==> config.mk <==
export PLATFORM = sky130hd
export DESIGN_NAME = time_display_driver
export DESIGN_NICKNAME = d
export VERILOG_FILES = /design/src/rtl/clock_disp_pkg.sv /design/src/rtl/bcd_shift_converter.sv /design/src/rtl/time_display_driver.sv
export SDC_FILE = /design/constraint.sdc
export NUM_CORES = 1
export LEC_CHECK = 0
export BUFFER_PORTS_ARGS = -buffer_cell sky130_fd_sc_hd__buf_4
export CORE_MARGIN = 1.5
export CORE_UTILIZATION = 35
export CTS_BUF_LIST = sky130_fd_sc_hd__clkbuf_8
export DETAILED_ROUTE_END_ITERATION = 7
export PLACE_DENSITY_LB_ADDON = 0.25
export SLEW_MARGIN = 20
export SYNTH_ARGS = -nofsm -noshare
export SYNTH_HDL_FRONTEND = slang
export SYNTH_SLANG_ARGS = --single-unit
==> constraint.sdc <==
create_clock -name clk -period 6.1 [get_ports clk]
set_input_delay 1.22 -clock clk [delete_from_list [all_inputs] [get_ports clk]]
set_output_delay 1.22 -clock clk [all_outputs]
set_load 0.02 [all_outputs]
==> src/rtl/clock_disp_pkg.sv <==
// Shared definitions for the clock display path: FSM encodings, special
// segment patterns and the BCD-digit to seven-segment lookup.
package clock_disp_pkg;

  typedef logic [1:0] state_t;

  localparam state_t LATCH  = 2'd0;
  localparam state_t SHIFT  = 2'd1;
  localparam state_t COMMIT = 2'd2;

  // Segments are active-low, bit order gfedcba.
  localparam logic [6:0] SEG_BLANK = 7'h7F;
  localparam logic [6:0] SEG_DASH  = 7'h3F;

  function automatic logic [6:0] seg7(input logic [3:0] d);
    case (d)
      4'd0:    seg7 = 7'h40;
      4'd1:    seg7 = 7'h79;
      4'd2:    seg7 = 7'h24;
      4'd3:    seg7 = 7'h30;
      4'd4:    seg7 = 7'h19;
      4'd5:    seg7 = 7'h12;
      4'd6:    seg7 = 7'h02;
      4'd7:    seg7 = 7'h78;
      4'd8:    seg7 = 7'h00;
      4'd9:    seg7 = 7'h10;
      default: seg7 = SEG_DASH;
    endcase
  endfunction

endpackage

==> src/rtl/bcd_shift_converter.sv <==
// Sequential shift-add-3 binary to BCD converter: load captures the binary
// value, then eight shift_en cycles leave hundreds/tens/ones in bcd.
module bcd_shift_converter (
  input  logic        clk,
  input  logic        reset,
  input  logic        load,
  input  logic        shift_en,
  input  logic [7:0]  bin,
  output logic [11:0] bcd
);

  logic [7:0]  bin_p0;
  logic [11:0] bcd_adj;

  function automatic logic [11:0] add3(input logic [11:0] v);
    logic [11:0] r;
    r = v;
    for (int i = 0; i < 3; i++) begin
      if (v[i*4 +: 4] >= 4'd5) r[i*4 +: 4] = v[i*4 +: 4] + 4'd3;
    end
    return r;
  endfunction

  assign bcd_adj = add3(bcd);

  // Hundreds never exceed 2 for an 8-bit input, so dropping the top bit is safe.
  always_ff @(posedge clk) begin
    if (!reset) begin
      bin_p0 <= '0;
      bcd    <= '0;
    end else if (load) begin
      bin_p0 <= bin;
      bcd    <= '0;
    end else if (shift_en) begin
      bin_p0 <= {bin_p0[6:0], 1'b0};
      bcd    <= 12'({bcd_adj, bin_p0[7]});
    end
  end

endmodule

==> src/rtl/time_display_driver.sv <==
// Six-digit HH MM SS seven-segment driver: converts running or alarm time to
// BCD once per 10-cycle frame, commits all digits together, blinks on alarm.
module time_display_driver
  import clock_disp_pkg::*;
#(
  parameter int BLINK_CYCLES = 25_000_000
) (
  input  logic       clk,
  input  logic       reset,
  input  logic [7:0] sec,
  input  logic [7:0] min,
  input  logic [7:0] hr,
  input  logic [7:0] secA,
  input  logic [7:0] minA,
  input  logic [7:0] hrA,
  input  logic       show_alarm,
  input  logic       alarm,
  output logic [6:0] HEX0,
  output logic [6:0] HEX1,
  output logic [6:0] HEX2,
  output logic [6:0] HEX3,
  output logic [6:0] HEX4,
  output logic [6:0] HEX5,
  output logic       frame_done
);

  localparam int CNT_W = (BLINK_CYCLES > 1) ? $clog2(BLINK_CYCLES) : 1;
  localparam logic [CNT_W-1:0] CNT_LAST = CNT_W'(BLINK_CYCLES - 1);

  state_t          state;
  logic [2:0]      shift_cnt;
  logic            load;
  logic            shift_en;
  logic [11:0]     bcd_sec;
  logic [11:0]     bcd_min;
  logic [11:0]     bcd_hr;
  logic [5:0][6:0] digit_p0;
  logic            commit_p0;
  logic [CNT_W-1:0] blink_cnt;
  logic            blink_phase;

  // Saturate out-of-range fields (three BCD digits) to a pair of dashes.
  function automatic logic [13:0] encode_field(input logic [11:0] b);
    if (b[11:8] != 4'd0) return {SEG_DASH, SEG_DASH};
    return {seg7(b[7:4]), seg7(b[3:0])};
  endfunction

  assign load     = (state == LATCH);
  assign shift_en = (state == SHIFT);

  bcd_shift_converter u_conv_sec (
    .clk(clk), .reset(reset), .load(load), .shift_en(shift_en),
    .bin(show_alarm ? secA : sec), .bcd(bcd_sec)
  );

  bcd_shift_converter u_conv_min (
    .clk(clk), .reset(reset), .load(load), .shift_en(shift_en),
    .bin(show_alarm ? minA : min), .bcd(bcd_min)
  );

  bcd_shift_converter u_conv_hr (
    .clk(clk), .reset(reset), .load(load), .shift_en(shift_en),
    .bin(show_alarm ? hrA : hr), .bcd(bcd_hr)
  );

  // Frame sequencer: LATCH (1) -> SHIFT (8) -> COMMIT (1)
  always_ff @(posedge clk) begin
    if (!reset) begin
      state     <= LATCH;
      shift_cnt <= 3'd0;
      commit_p0 <= 1'b0;
    end else begin
      commit_p0 <= (state == COMMIT);
      case (state)
        LATCH: begin
          state     <= SHIFT;
          shift_cnt <= 3'd0;
        end
        SHIFT: begin
          shift_cnt <= shift_cnt + 3'd1;
          if (shift_cnt == 3'd7) state <= COMMIT;
        end
        COMMIT:  state <= LATCH;
        default: state <= LATCH;
      endcase
    end
  end

  // Commit stage: all six digits change together, never mid-conversion
  always_ff @(posedge clk) begin
    if (!reset) begin
      digit_p0 <= {6{SEG_BLANK}};
    end else if (state == COMMIT) begin
      digit_p0 <= {encode_field(bcd_hr), encode_field(bcd_min), encode_field(bcd_sec)};
    end
  end

  always_ff @(posedge clk) begin
    if (!reset || !alarm) begin
      blink_cnt   <= '0;
      blink_phase <= 1'b0;
    end else if (blink_cnt == CNT_LAST) begin
      blink_cnt   <= '0;
      blink_phase <= ~blink_phase;
    end else begin
      blink_cnt <= blink_cnt + 1'b1;
    end
  end

  // Output stage: frame_done lines up with the first cycle of the new digits
  always_ff @(posedge clk) begin
    if (!reset) begin
      HEX0       <= SEG_BLANK;
      HEX1       <= SEG_BLANK;
      HEX2       <= SEG_BLANK;
      HEX3       <= SEG_BLANK;
      HEX4       <= SEG_BLANK;
      HEX5       <= SEG_BLANK;
      frame_done <= 1'b0;
    end else begin
      HEX0       <= blink_phase ? SEG_BLANK : digit_p0[0];
      HEX1       <= blink_phase ? SEG_BLANK : digit_p0[1];
      HEX2       <= blink_phase ? SEG_BLANK : digit_p0[2];
      HEX3       <= blink_phase ? SEG_BLANK : digit_p0[3];
      HEX4       <= blink_phase ? SEG_BLANK : digit_p0[4];
      HEX5       <= blink_phase ? SEG_BLANK : digit_p0[5];
      frame_done <= commit_p0;
    end
  end

endmodule
Word-level counts from Yosys, hierarchy flattened
Memories as Yosys holds them, arrays and structs flattened. A register that Yosys moved wholly into a read port is not among the register bits. Cells that the tools add are included.

Add/subtract/negate cells: 11. Order comparisons: 9. Eq/ne operators: 5. Mux-type cells: 48. Bitwise gates (word level): 2. Reduce and logical (&&, ||, !) cells: 11.

Operators with widths (count): 14-bit 2-to-1 mux (6); 4-bit 2-to-1 mux (18); 8-bit 2-to-1 mux (9); 4-bit by 3-bit greater-or-equal comparator with 1-bit output (second input constant) (9); 25-bit by 1-bit adder with 25-bit output (second input constant) (1); 25-bit == test (second input constant) (1); 4-bit by 2-bit adder with 4-bit output (second input constant) (6); 4-bit nonzero test (3); 3-bit by 2-bit adder with 3-bit output (second input constant) (3); 1-bit 2-to-1 mux (9); 3-bit 2-to-1 mux (3); 3-bit one-hot mux with 2 select lines (1); 2-bit OR reduction (3); 2-bit one-hot mux with 2 select lines (1); 3-bit by 1-bit adder with 3-bit output (second input constant) (1); 3-bit == test (second input constant) (1); 2-bit by 1-bit == test with 1-bit output (second input constant) (1); 2-bit == test (second input constant) (1); 1-bit zero test (2); 2-bit zero test (1); 2-bit 2-to-1 mux (1); 2-bit by 1-bit inequality test with 1-bit output (second input constant) (1); 1-bit inverter (2); 2-bit nonzero test (1); 1-bit logical OR (1).

Flip-flop bits (word level): 177. ROM bits: 672. Input bits: 52. Memories kept: 6.

Memories: (name not given) (words 16, width 7, rd ports 1, clocked after Yosys merged registers in 1, wr ports 0, line clock_disp_pkg.sv:16) `case (d)`; (name not given) (words 16, width 7, rd ports 1, clocked after Yosys merged registers in 1, wr ports 0, line clock_disp_pkg.sv:16); (name not given) (words 16, width 7, rd ports 1, clocked after Yosys merged registers in 1, wr ports 0, line clock_disp_pkg.sv:16); (name not given) (words 16, width 7, rd ports 1, clocked after Yosys merged registers in 1, wr ports 0, line clock_disp_pkg.sv:16); (name not given) (words 16, width 7, rd ports 1, clocked after Yosys merged registers in 1, wr ports 0, line clock_disp_pkg.sv:16); (name not given) (words 16, width 7, rd ports 1, clocked after Yosys merged registers in 1, wr ports 0, line clock_disp_pkg.sv:16).

Longest topological paths before layout
Gate-level depths: netlist (run 1).

Depth after elaboration: 5. Mapped depth: 12. Gate-level depth less buffers: 11.

Modules after synthesis
Synthesis (run 1) repeated with hierarchy kept, for this count alone.

Cell total of the unflattened synthesis: 993. Area, all modules: 8897.3 um2.

By module, submodules not included: time_display_driver (instances 1, cells each 573, area each 5282.6 um2, sequential area each 2342.2 um2); bcd_shift_converter (instances 3, cells each 140, area each 1204.9 um2, sequential area each 400.4 um2).

Worst setup path before layout (run 1)
OpenSTA, ideal clock, no wires.

Path type: in2reg. Start point: input port reset. End point: register with a tool-made name. Library setup time: 0.115 ns. Arrival: 2.703 ns. Required time: 5.985 ns. Slack: 3.283 ns. Cell stages on the path: 9. Path buffers: 2. Cell sequence: buf_2 and2b_2 buf_4 o21ai_0 a21oi_1 inv_1 ha_1 a21oi_1 o21a_1.

RTL lines: from (decl) (line time_display_driver.sv:9) `input logic reset,`.

==> results.cfg, run 1 <==
[status]
outcome = complete, no violations

[sta]
hold_viol = 0
period_share = 0.5510
fin_worst_skew_ps = 22.12
setup_viol = 0
period_needed_ps = 3361
fmaxAchievable_mhz = 297.5
grt_setup_unrepaired = false
tightest_slew_ps = 1049
slew-limit-headroom = 0.3009
setup_slack_ps = 2739
setup_tns_ps = 0
slew_violations = 0
hold_ws_ps = 433.1

[placed_design]
gp_congestion = 0.7953
placed_area_mm2 = 0.01071
portBuffers = 94
dp.cells = 1492
pre_cts_slack_ps = 2396
dpl.hpwl_um = 12670

[die]
pin_count = 95
rows = 61
design.core.area_mm2 = 0.02763
start_util = 0.3540
die_y_um = 170.2
die-width_um = 170.2
die-area_mm2 = 0.02895

[worst_setup_path]
path_delay_family = simple AND/OR/NAND/NOR gates
cp-start-kind = flip-flop
crit_buf_inv = 0
crit_path_top_delay_cell = dfxtp_2
crit_chain = nor2b_4 -> nand3_1 -> mux2i_1 -> a31oi_2 -> ha_1 -> or3_1 -> a21oi_1
path_max_fanout = 54
crit_start = state[0]$_SDFFE_PN0P_
critPathRequiredTime_ps = 6560
endpoint_kind = flip-flop
cp.arrival_ps = 3820
r2r_start = state[0]$_SDFFE_PN0P_
critPathKind = flip-flop to flip-flop
critPathMaxStageDelay_ps = 1020

[clocking]
clock_tree.htree_level_count = 2
cts_resized = 0
root_buffer = clkbuf_8
cts_tree = built
clockBufferDepth = 3
worstSkewPairLatency_ps = 520
clkTransAtPathRegs_ps = 60
numCtsBuffers = 39
post_cts_buffers = 0
cts.sinks = 219
postCtsHoldBufs = 0

[global_routing]
grt_pass1_wl_um = 33730
grt_max_degree = 55
antenna_found_initial = 0
overflow = 0
grtUsageTotal = 0.1405
grt_pass1_vias = 6986

[routing]
viasPerCell = 4.710
route.detailed.drc = 0
dr.first_iter.drc_count = 342
drt_first_pass_iters = 4
ant_nets = 0
vias = 7305
finalWirelength_um = 19900
wl_per_cell_um = 12.83

[synthesis]
async_reset_ff_frac = 0
syn_nets = 1178
synthDistinctLibCells = 82
syn_area_per_cell_um2 = 9.123
synthCells = 1072
synth-edff-count = 0
syn_area_mm2 = 0.009779
ys.flop_type = dfxtp_1
ys_ff_latch = 219
ys_seq_area_frac = 0.4483
ys_warn_count = 0

[finish]
drive_gt1_frac = 0.1671
fin_nets = 1261
finish.utilization = 0.4129
layout_common_cells = 217 x dfxtp_1, 101 x nor2_1, 99 x nand2_1, 99 x buf_4, 63 x a21oi_1
fillers = 2782
final_common_cell = dfxtp_1
final_cells = 1551
area_growth_pct = 16.65
num_antenna_cells = 0
fin_area_mm2 = 0.01141

[power_and_ir_drop]
p_sw_uw = 664.8
internal-power_mw = 2.204
p_comb_frac = 0.048
leakage_nw = 4.675
p_seq_frac = 0.511
p_sw_frac = 0.2318
finalPower_mw = 2.869
clkPwrFrac = 0.441
ir_worst_vdd_mv = 0.1029
powerDensity_mw_per_mm2 = 251.5

[min_path]
hold_class = flip-flop to flip-flop
hp-start = digit_p0[18]$_SDFFE_PN1P_

[job]
max-cap-violations = 0
## cells in the mapped netlist (10+ instances only)
master / count / share of area
a211oi_1: 14 / 0.011
xor2_1: 21 / 0.019
ha_1: 54 / 0.069
nor2_1: 101 / 0.039
dfxtp_1: 219 / 0.45
o21ai_0: 44 / 0.023
nand2_1: 99 / 0.038
a21oi_1: 63 / 0.032
o22ai_1: 37 / 0.024
nor2b_1: 16 / 0.010
clkbuf_1: 28 / 0.011
and3_1: 14 / 0.0090
nor3_1: 11 / 0.0056
inv_1: 46 / 0.018
and2_1: 25 / 0.016
buf_2: 14 / 0.0072
mux2i_1: 27 / 0.028
nand2b_1: 55 / 0.035
a22oi_1: 10 / 0.0077
nand3_1: 29 / 0.015
## final timing paths
| check | to | depth (start not counted) | slack (ps) |
|---|---|---|---|
| max reg2reg | flip-flop | 7 | 2740 |
| max | flip-flop | 7 | 2740 |
| min | HEX2[4]$_SDFF_PP1_ | 1 | 430 |
| min reg2reg | HEX2[4]$_SDFF_PP1_ | 1 | 430 |
## kinds of logic (layout without fill, tap and decap cells)
kind of cell / count (synthesis) / count (layout) / synth area share
and+or+nand+nor: 381 / 381 / 0.1973
AOI/OAI and AO/OA: 251 / 251 / 0.1766
DFF: 219 / 219 / 0.4483
buffers and inverters: 106 / 207 / 0.04939
adders and majority gates: 54 / 54 / 0.06909
muxes: 32 / 32 / 0.03339
xor gates and xnor gates: 29 / 29 / 0.02597
## area by class of cell
class,instances,area [µm²],area share
repair buffers,99,743.2,0.06515
multi-input cells,747,4922,0.4315
clock buffers,44,605.6,0.05309
inverters,49,183.9,0.01612
well taps,378,473.0,0.04146
clock inverters,15,92.59,0.008117
flip-flops and latches,219,4387,0.3846
## layer usage
layer,routed length (µm),up-vias,track usage
met1,10190,3247,0.1916
met2,8242,165,0.2186
met4,481,0,0.05156
li1,-,3856,-
met5,0,-,0
met3,981,37,0.02837
## power groups by stage
stage | Clock, mW | Combinational, mW | Sequential [mW]
finish | 1.26 | 0.137 | 1.47
global route | 1.37 | 0.157 | 1.47
CTS | 1.31 | 0.140 | 1.47
detailed placement | 0 | 0.140 | 1.50
global placement | 0 | 0.137 | 1.50
floorplan | 0 | 0.103 | 1.49
(Power assumes the default switching activity.)
==> run 2, diff against run 1 <==
--- a/config.mk
+++ b/config.mk
@@ -5,6 +5,7 @@
 export SDC_FILE = /design/constraint.sdc
 export NUM_CORES = 1
 export LEC_CHECK = 0
+export ABC_AREA = 1
 export BUFFER_PORTS_ARGS = -buffer_cell sky130_fd_sc_hd__buf_4
 export CORE_MARGIN = 1.5
 export CORE_UTILIZATION = 35
==> constraint.sdc (replaced) <==
create_clock -name clk -period 3.5 [get_ports clk]
set_input_delay 0.7 -clock clk [delete_from_list [all_inputs] [get_ports clk]]
set_output_delay 0.7 -clock clk [all_outputs]
set_load 0.02 [all_outputs]
==> run 2 against run 1 <==
Sequential share of layout area increased by 0.088 points. Routed wire length increased by 3.2%. Largest power group unchanged. Clock-buffer cell count increased by 4. Combinational power increased by 140%. Clock power increased by 83%. Synthesized area decreased by 1.2%. Worst setup slack got worse by 1800 ps. Utilization increased by 0.80 points. Maximum frequency increased by 32%. Largest cell class is now registers. Power increased by 82%.
==> results.cfg, run 2 <==
[routing]
ant_nets = 0
dr.first_iter.drc_count = 391
viasPerCell = 4.640
met2_length_um = 8472
drt_first_pass_iters = 5
route.detailed.drc = 0
top_layer = met4
wl_per_cell_um = 11.71
wl_met3_um = 1073
vias = 8134
wl_met1_um = 10560
finalWirelength_um = 20530

[sta]
period_needed_ps = 2551
setup_tns_ps = 0
fin_worst_skew_ps = 20.97
period_share = 0.7289
setup_viol = 0
slew_violations = 0
slew-limit-headroom = 0.3349
tightest_slew_ps = 996.2
grt_setup_unrepaired = false
fmaxAchievable_mhz = 392.0
hold_viol = 0
hold_ws_ps = 417.8

[worst_setup_path]
critPathRequiredTime_ps = 3910
crit_buf_inv = 2
endpoint_kind = flip-flop
critPathMaxStageDelay_ps = 420
cp_common_cell = nand2_1
crit_chain = buf_4 -> or2_1 -> nand2_4 -> inv_4 -> nand2_1 -> ha_1 -> nand4_1 -> nand2_1 -> nand2_1 -> nand2_1
path_max_fanout = 44
path_delay_family = simple AND/OR/NAND/NOR gates
cp-start-kind = flip-flop
worst-r2r-setup-slack_ps = 950
critPathKind = flip-flop to flip-flop
cp.arrival_ps = 2970
crit_path_top_delay_cell = inv_4

[synthesis]
ys_warn_count = 0
syn_area_per_cell_um2 = 7.446
synthCells = 1297
yosysTopAreaCell = dfxtp_1
synth_top_area_share = 0.4539
syn_area_mm2 = 0.009658
synth-edff-count = 0
ys_top_cells_by_area = dfxtp_1 45%, nand2_1 14%, ha_1 7.0%
async_reset_ff_frac = 0
synth.most_common_cell = nand2_1
ys_ff_latch = 219
synth.top_cells.by_count = 372 x nand2_1, 219 x dfxtp_1, 165 x inv_1, 103 x nor2_1, 71 x nand3_1
synthDistinctLibCells = 36
syn_nets = 1403
ys_seq_area_frac = 0.4539
ys.flop_type = dfxtp_1

[finish]
fin_nets = 1494
regArea_mm2 = 0.004384
area_growth_pct = 17.77
fillers = 2774
num_antenna_cells = 0
layout_common_cells = 372 x nand2_1, 219 x dfxtp_1, 177 x inv_1, 101 x nor2_1, 99 x buf_4
drive_gt1_frac = 0.1339
final_common_cell = nand2_1
multi_input_area_mm2 = 0.004380

[die]
die-area_mm2 = 0.02860
die_y_um = 169.1
die-width_um = 169.1
start_util = 0.3574
pin_count = 95
design.core.area_mm2 = 0.02703
rows = 60

[clocking]
postCtsHoldBufs = 0
worstSkewPairLatency_ps = 530
cts.sinks = 219
root_buffer = clkbuf_8
cts_tree = built
post_cts_buffers = 0
clock_tree.htree_level_count = 2
cts_resized = 0
clkTransAtPathRegs_ps = 60
clockBufferDepth = 3
numCtsBuffers = 40

[global_routing]
grt_max_degree = 60
grtUsageTotal = 0.1473
grt_pass1_vias = 7797
antenna_found_initial = 0
overflow = 0
grt_pass1_wl_um = 35420

[placed_design]
portBuffers = 94
dpl.hpwl_um = 14080
gp_congestion = 0.8483

[job]
max-cap-violations = 0

[power_and_ir_drop]
powerDensity_mw_per_mm2 = 458.6
leakage_nw = 5.523
ir_worst_vdd_mv = 0.1834

[status]
outcome = complete, no violations

[min_path]
hold_class = flip-flop to flip-flop
## run 2: worst paths after layout
kind | cells after the start | start | to
worst max-delay path | 10 | state[1]$_SDFFE_PN0P_ | flip-flop
worst min-delay path | 2 | commit_p0$_SDFF_PN0_ | frame_done$_SDFF_PN0_
worst max register to register | 10 | state[1]$_SDFFE_PN0P_ | flip-flop
worst min register to register | 2 | commit_p0$_SDFF_PN0_ | frame_done$_SDFF_PN0_
## run 2: metrics by stage
stage               cell area, µm²  setup slack (ps)  std cells  power (mW)  utilization
floorplan                     9658              1563       1297       2.858            -
global placement             10610             963.3       1687       2.957       0.3924
detailed placement           10610             939.2       1687       2.959       0.3924
CTS                          11370             951.7       1753       5.295       0.4209
global route                 11370             730.9       1753       5.460       0.4209
finish                       11370             948.8       1753       5.217       0.4209
## run 2: area by class of cell
class / count / share of cell area
Clock buffer: 48 / 0.05808
Clock inverter: 18 / 0.009570
Inverter: 172 / 0.05720
Multi-Input combinational cell: 855 / 0.3851
Sequential cell: 219 / 0.3854
Tap cell: 341 / 0.03751
Timing Repair Buffer: 100 / 0.06710
## run 2: tightest hold or removal path, delay by kind of cell, from the launching register on
kind,cells,cell delay (ps)
DFF,1,310
and+or+nand+nor,1,50
buffers and inverters,1,40
## run 2: cell families (layout without fill, tap and decap cells)
kind of cell | Yosys count | after routing | share of synthesized area
AOI/OAI and AO/OA | 170 | 170 | 0.1000
and+or+nand+nor | 621 | 621 | 0.2735
xor gates and xnor gates | 10 | 10 | 0.009069
adders and majority gates | 54 | 54 | 0.06996
buffers and inverters | 223 | 338 | 0.09353
DFF | 219 | 219 | 0.4539
## run 2: where the power goes
part	total, mW	internal, mW	leakage (nW)	switching, mW
logic	0.322	0.124	3.30	0.198
clock network	2.31	1.31	0.436	1.00
registers	2.58	2.55	1.78	0.0296
## run 2: routing by layer
metal,global-route usage,up-vias
met5,0,-
met4,0.04886,0
met3,0.03367,42
met2,0.2343,185
met1,0.1972,3582
li1,-,4325
